[src/rtl/adder_pkg.sv]
// Shared types and defaults for the digit-serial adder.
// Holds the FSM state encoding and the default WIDTH/DIGIT values.
package adder_pkg;

  localparam int DEF_WIDTH = 16;
  localparam int DEF_DIGIT = 4;

  typedef enum logic [1:0] {
    IDLE = 2'd0,
    RUN  = 2'd1,
    DONE = 2'd2
  } state_t;

endpackage

[src/rtl/digit_adder.sv]
// Combinational DIGIT-bit ripple adder built from full-adder cells.
// Ports: a, b, ci in; s (sum), co (carry out), c_msb (carry into MSB) out.
module digit_adder #(
  parameter int DIGIT = 4
) (
  input  logic [DIGIT-1:0] a,
  input  logic [DIGIT-1:0] b,
  input  logic             ci,
  output logic [DIGIT-1:0] s,
  output logic             co,
  output logic             c_msb
);

  logic [DIGIT:0] c;

  always_comb begin
    c    = '0;
    s    = '0;
    c[0] = ci;
    for (int i = 0; i < DIGIT; i++) begin
      s[i]   = a[i] ^ b[i] ^ c[i];
      c[i+1] = (a[i] & b[i]) | (c[i] & (a[i] ^ b[i]));
    end
  end

  assign co    = c[DIGIT];
  assign c_msb = c[DIGIT-1];

endmodule

[src/rtl/digit_serial_adder.sv]
// Digit-serial adder: adds DIGIT bits per clock, LSB digit first.
// Ports: clk, reset (async high), in_valid/in_ready + a, b, ci
// operand handshake; out_valid/out_ready + sum, co, ovf result
// handshake; busy while running. Defining macro
// DIGIT_SERIAL_ADDER_SUBTRACT_EN adds the sub port (a - b).
module digit_serial_adder
  import adder_pkg::*;
#(
  parameter int WIDTH = DEF_WIDTH,
  parameter int DIGIT = DEF_DIGIT
) (
  input  logic             clk,
  input  logic             reset,
  input  logic             in_valid,
  output logic             in_ready,
  input  logic [WIDTH-1:0] a,
  input  logic [WIDTH-1:0] b,
  input  logic             ci,
`ifdef DIGIT_SERIAL_ADDER_SUBTRACT_EN
  input  logic             sub,
`endif
  output logic             out_valid,
  input  logic             out_ready,
  output logic [WIDTH-1:0] sum,
  output logic             co,
  output logic             ovf,
  output logic             busy
);

  localparam int NDIG = WIDTH / DIGIT;
  localparam int CW   = (NDIG > 1) ? $clog2(NDIG) : 1;
  localparam logic [CW-1:0] LAST = CW'(NDIG - 1);

  state_t state_q, state_d;

  logic [WIDTH-1:0] a_q, b_q, sum_q;
  logic [CW-1:0]    cnt_q;
  logic             carry_q, co_q, ovf_q;
  logic             accept, last, sub_op;
  logic [31:0]      base;
  logic [DIGIT-1:0] dig_a, dig_b, dig_s;
  logic             dig_co, dig_cm;

`ifdef DIGIT_SERIAL_ADDER_SUBTRACT_EN
  assign sub_op = sub;
`else
  assign sub_op = 1'b0;
`endif

  assign last  = (cnt_q == LAST);
  assign base  = 32'(cnt_q) * 32'(DIGIT);
  assign dig_a = a_q[base +: DIGIT];
  assign dig_b = b_q[base +: DIGIT];

  digit_adder #(.DIGIT(DIGIT)) u_digit (
    .a     (dig_a),
    .b     (dig_b),
    .ci    (carry_q),
    .s     (dig_s),
    .co    (dig_co),
    .c_msb (dig_cm)
  );

  always_ff @(posedge clk or posedge reset) begin
    if (reset) state_q <= IDLE;
    else       state_q <= state_d;
  end

  always_comb begin
    state_d   = state_q;
    in_ready  = 1'b0;
    out_valid = 1'b0;
    busy      = 1'b0;
    accept    = 1'b0;
    unique case (state_q)
      IDLE: begin
        in_ready = 1'b1;
        if (in_valid) begin
          accept  = 1'b1;
          state_d = RUN;
        end
      end
      RUN: begin
        busy = 1'b1;
        if (last) state_d = DONE;
      end
      DONE: begin
        out_valid = 1'b1;
        if (out_ready) state_d = IDLE;
      end
      default: state_d = IDLE;
    endcase
  end

  // Subtraction stores ~b and forces the initial carry to 1.
  always_ff @(posedge clk or posedge reset) begin
    if (reset) begin
      a_q     <= '0;
      b_q     <= '0;
      sum_q   <= '0;
      cnt_q   <= '0;
      carry_q <= 1'b0;
      co_q    <= 1'b0;
      ovf_q   <= 1'b0;
    end else if (accept) begin
      a_q     <= a;
      b_q     <= sub_op ? ~b : b;
      carry_q <= sub_op ? 1'b1 : ci;
      cnt_q   <= '0;
    end else if (state_q == RUN) begin
      sum_q[base +: DIGIT] <= dig_s;
      carry_q <= dig_co;
      cnt_q   <= last ? '0 : cnt_q + CW'(1);
      if (last) begin
        co_q  <= dig_co;
        ovf_q <= dig_co ^ dig_cm;
      end
    end
  end

  assign sum = sum_q;
  assign co  = co_q;
  assign ovf = ovf_q;

endmodule

[config.mk]
export PLATFORM = sky130hd
export DESIGN_NAME = digit_serial_adder
export DESIGN_NICKNAME = d
export VERILOG_FILES = /design/src/rtl/adder_pkg.sv /design/src/rtl/digit_adder.sv /design/src/rtl/digit_serial_adder.sv
export SDC_FILE = /design/constraint.sdc
export NUM_CORES = 1
export LEC_CHECK = 0
export CORE_MARGIN = 2
export CORE_UTILIZATION = 35
export CTS_CLUSTER_SIZE = 8
export DETAILED_ROUTE_END_ITERATION = 10
export PLACE_DENSITY = 0.63
export SYNTH_ARGS = -nofsm -noshare
export SYNTH_HDL_FRONTEND = slang
export SYNTH_SLANG_ARGS = --single-unit
[constraint.sdc]
create_clock -name clk -period 3.4 [get_ports clk]
set_clock_uncertainty 0.1 [all_clocks]
set_input_delay 0.68 -clock clk [delete_from_list [all_inputs] [get_ports clk]]
set_output_delay 0.68 -clock clk [all_outputs]
set_load 0.05 [all_outputs]
==> metrics list <==
- The initial utilization of the core area, before any placement, comes to 36.5%.
- Last weighted congestion value of the routability-driven placer: 0.750
- The synthesized netlist occupies a cell area of 2680 µm².
* Count of nets left with antenna violations after detail routing: 0
- Summing all non-filler instances in the final layout gives an area of 3470 µm².
- Clock tree from TritonCTS: done
* Core footprint: 7330 µm²
- In this run the tightest slew margin relative to its limit is 62.7%.
- The worst path in the final design needs a cycle of 3.11 ns, including I/O delays and setup.
* Worst setup EP type: register
- The worst-case IR drop observed on VDD is 0.000477 V.
- # H-tree levels: 2
- After the last flow step, the layout net total stands at 291.
* Count of hold buffers inserted by post-cts repair: 0
* Cell mode on critical path: fa_1
- Timing analysis after detailed placement gives a worst setup slack of 0.303 ns.
- During I/O placement, the number of pins put on the boundary was 58.
- Using the TritonRoute via totals, the vias-per-cell ratio works out to 4.96.
- Of all nets on the critical path, the largest fanout is 4.
* Count of endpoints failing setup in the final report: 0
- The die covers 8370 µm².
- STA classifies the critical path startpoint as a register.
- The via count of the first global-routing pass was 1805.
* Setup Crit Path Kind: reg2reg
- Post-detailed-placement cell area: 3350 µm²
- In this run, distinct cell masters in the synthesized netlist total 34.
* Wire length of the first global-routing pass: 9270 µm
- Before antenna repair, the detailed router went through 6 iterations.
- The largest single stage delay on the critical path is 0.54 ns.
- The area growth from synthesis to layout is 29.4%.
- Worst path cell trace: mux4_2 > fa_1 > inv_1 > fa_1 > fa_1 > inv_1 > fa_1 > and4b_1 > mux2_2
- WL/cell: 15.8 µm
- The synthesized design contains 55 register bits.
- Placed wire-length estimate after detailed placement: 4070 µm
- Yosys printed 0 warnings.
- For this design the ratio of total power to cell area is 1120 nW/µm².
* Pin count of the biggest net entering global routing: 35
- At the worst endpoint, the required time is 3.51 ns.
* Initial antenna violation count: 0
- In this run, the number of DRC markers left after iteration 0 of detailed routing was 66.
- Number of max-slew violations in the final report: 0
- Clock Sink Count: 55
- Share of the synthesized area in the top cell type: 51.4%
* Seq/Total Area, Yosys: 51.4%
- Ant diodes: 0
* Residual overflow from global routing: 0
* Path type of the worst min-delay path: reg2reg
* Number of hold-slack violations in the final timing report: 0
- Reg clk slew, reported paths: 0.10 ns
* Final cycle utilization of the critical path: 91.4%
- Smallest setup slack after layout: 0.292 ns
- Leakage power figure: 0.00146 µW
* Total of cells resized after clock tree synthesis: 0
* Buffers from clock root to sink, at most: 2
- Number of buffers added by the clock tree synthesis step: 5
- Averaged over all synthesized cells, the footprint is 14.6 µm².
- At the pin with the least slew margin, the transition time is 0.560 ns.
- Maximum Capacitance Violations: 0
* Combined buffer and inverter count along the critical path: 2
- Slowest stage cell on the critical path: mux4_2
- Aggregate routed wire length: 5420 µm
* Clock latency on the worst-skew pair: 0.31 ns
- Setup repair after global routing left no endpoint under its margin.
- Overall global routing resource usage: 14.1%
- Run status: finished, final reports clean
* Arrival time of data at the critical path endpoint: 3.21 ns
- Once the clock tree was built, the setup fixing pass inserted 0 buffers.
- Top cells by area, synth: dfrtp_1, mux2_2, mux4_2
- DRC errors left: 0
- The largest total area in the synthesized netlist belongs to dfrtp_1.
* Peak clock frequency supported by timing: 0.322 GHz
- Broken down by cell family, the worst path's largest delay share belongs to adder cells.
* Vertical die dimension: 91.5 µm
- After floorplanning, the core was divided into 31 placement rows.
- CTS placed an instance of clkbuf_8 at the clock tree root.
- Cells with a size suffix above 1 make up 25.7% of the layout.
- Gate count of the mapped netlist: 184
- During placement, the flow inserted port buffers numbering 57.
- Summed negative setup slack over all endpoints: 0 ns
* Die X-Extent: 91.5 µm
- Synthesized netlist net count: 231
* Via count of the routed design: 1705
[kinds of logic after synthesis]
kind of cell / synth area share [%]
AOI/OAI and AO/OA: 5.98
adders and majority gates: 5.79
buffers and inverters: 4.72
and+or+nand+nor: 9.11
muxes: 22.7
xor gates and xnor gates: 0.327
DFF: 51.4
[per-stage QoR]
step	hold slack, ns	std cells	utilization [%]	power (µW)
3_3_place_gp	0.378	336	45.7	3410
3_5_place_dp	0.383	336	45.7	3450
6_report	0.399	344	47.3	3870
5_1_grt	0.431	344	47.3	4150
4_1_cts	0.409	344	47.3	3910
2_1_floorplan	0.353	184	-	2800
[sequential cells by signal, indices dropped and copies added (netlist names)]
| name | flops |
|---|---|
| a_q | 16 |
| b_q | 16 |
| carry_q | 1 |
| cnt_q | 2 |
| co | 1 |
| ovf | 1 |
| state_q | 2 |
| sum | 16 |
[worst paths after layout]
| check | start | to | slack (ns) | cells past startpoint |
|---|---|---|---|---|
| max | cnt_q[0] | sum[7] | 0.29 | 9 |
| min | sum[10] | sum[10] | 0.40 | 1 |
| max reg2reg | cnt_q[0] | sum[7] | 0.29 | 9 |
| min reg2reg | sum[10] | sum[10] | 0.40 | 1 |
| max in group asynchronous | reset | b_q[8] | 2.09 | 3 |
| min in group asynchronous | reset | state_q[1] | 0.52 | 2 |
[cells in the mapped netlist]
master and count:
a21o_1 1, a221oi_1 1, a22o_1 3, a32o_1 8, and2_1 1, and3b_1 1, and4b_1 2, buf_2 1
buf_4 1, buf_6 4, clkbuf_1 4, clkbuf_2 1, dfrtp_1 55, fa_1 4, ha_1 6, inv_1 13
mux2_1 2, mux2_2 36, mux4_2 8, nand2b_1 1, nand3b_1 5, nand4b_1 2, nor2_1 4, nor2b_1 4
nor3b_2 1, nor3b_4 1, nor4b_1 2, nor4bb_1 5, o21ai_0 1, o21bai_1 1, o2bb2ai_1 2, o31ai_1 1
or3b_2 1, xnor2_1 1
[worst register-to-register path: cells and delay by family, from the launching register on]
| family | cells | cell delay, ns |
|---|---|---|
| and+or+nand+nor | 1 | 0.20 |
| muxes | 2 | 0.80 |
| DFF | 1 | 0.45 |
| adders and majority gates | 4 | 1.32 |
| buffers and inverters | 2 | 0.14 |
[metal layers]
metal | share of wire, % | track usage, %
met2 | 48 | 22.9
met4 | 1.1 | 3.41
met5 | 0 | 0
met1 | 46 | 19.4
met3 | 4.2 | 3.07
[report_power, final]
group	internal, µW	leakage, µW	switching [µW]
sequential	955	0.000681	203
clock	239	0.0000612	211
combinational	1050	0.000714	1210
[layout make-up]
type | count | area (µm²)
Clock inverter | 2 | 35.0
Sequential cell | 55 | 1380
Clock buffer | 6 | 82.6
Fill cell | 679 | 3860
Timing Repair Buffer | 64 | 623
Multi-Input combinational cell | 105 | 1180
Tap cell | 99 | 124
Inverter | 13 | 48.8
[placed cells by master, fill, tap and decap left out]
cell             instances
and4b_1                  2
ha_1                     6
o21ai_0                  1
a21o_1                   1
nand3b_1                 5
or3b_2                   1
bufinv_16                1
clkinv_2                 1
and3b_1                  1
nor3b_4                  1
nand4b_1                 2
a32o_1                   8
clkdlybuf4s50_1         57
dfrtp_1                 55
o31ai_1                  1
a22o_1                   3
mux2_2                  36
nor2_1                   4
o2bb2ai_1                2
nor2b_1                  4
o21bai_1                 1
nor4bb_1                 5
a221oi_1                 1
clkbuf_8                 6
fa_1                     4
mux2_1                   2
nor4b_1                  2
inv_2                    1
and2_1                   1
buf_4                    7
nor3b_2                  1
xnor2_1                  1
mux4_2                   8
nand2b_1                 1
inv_1                   12
Note: power is estimated with default switching activity, not from simulation.
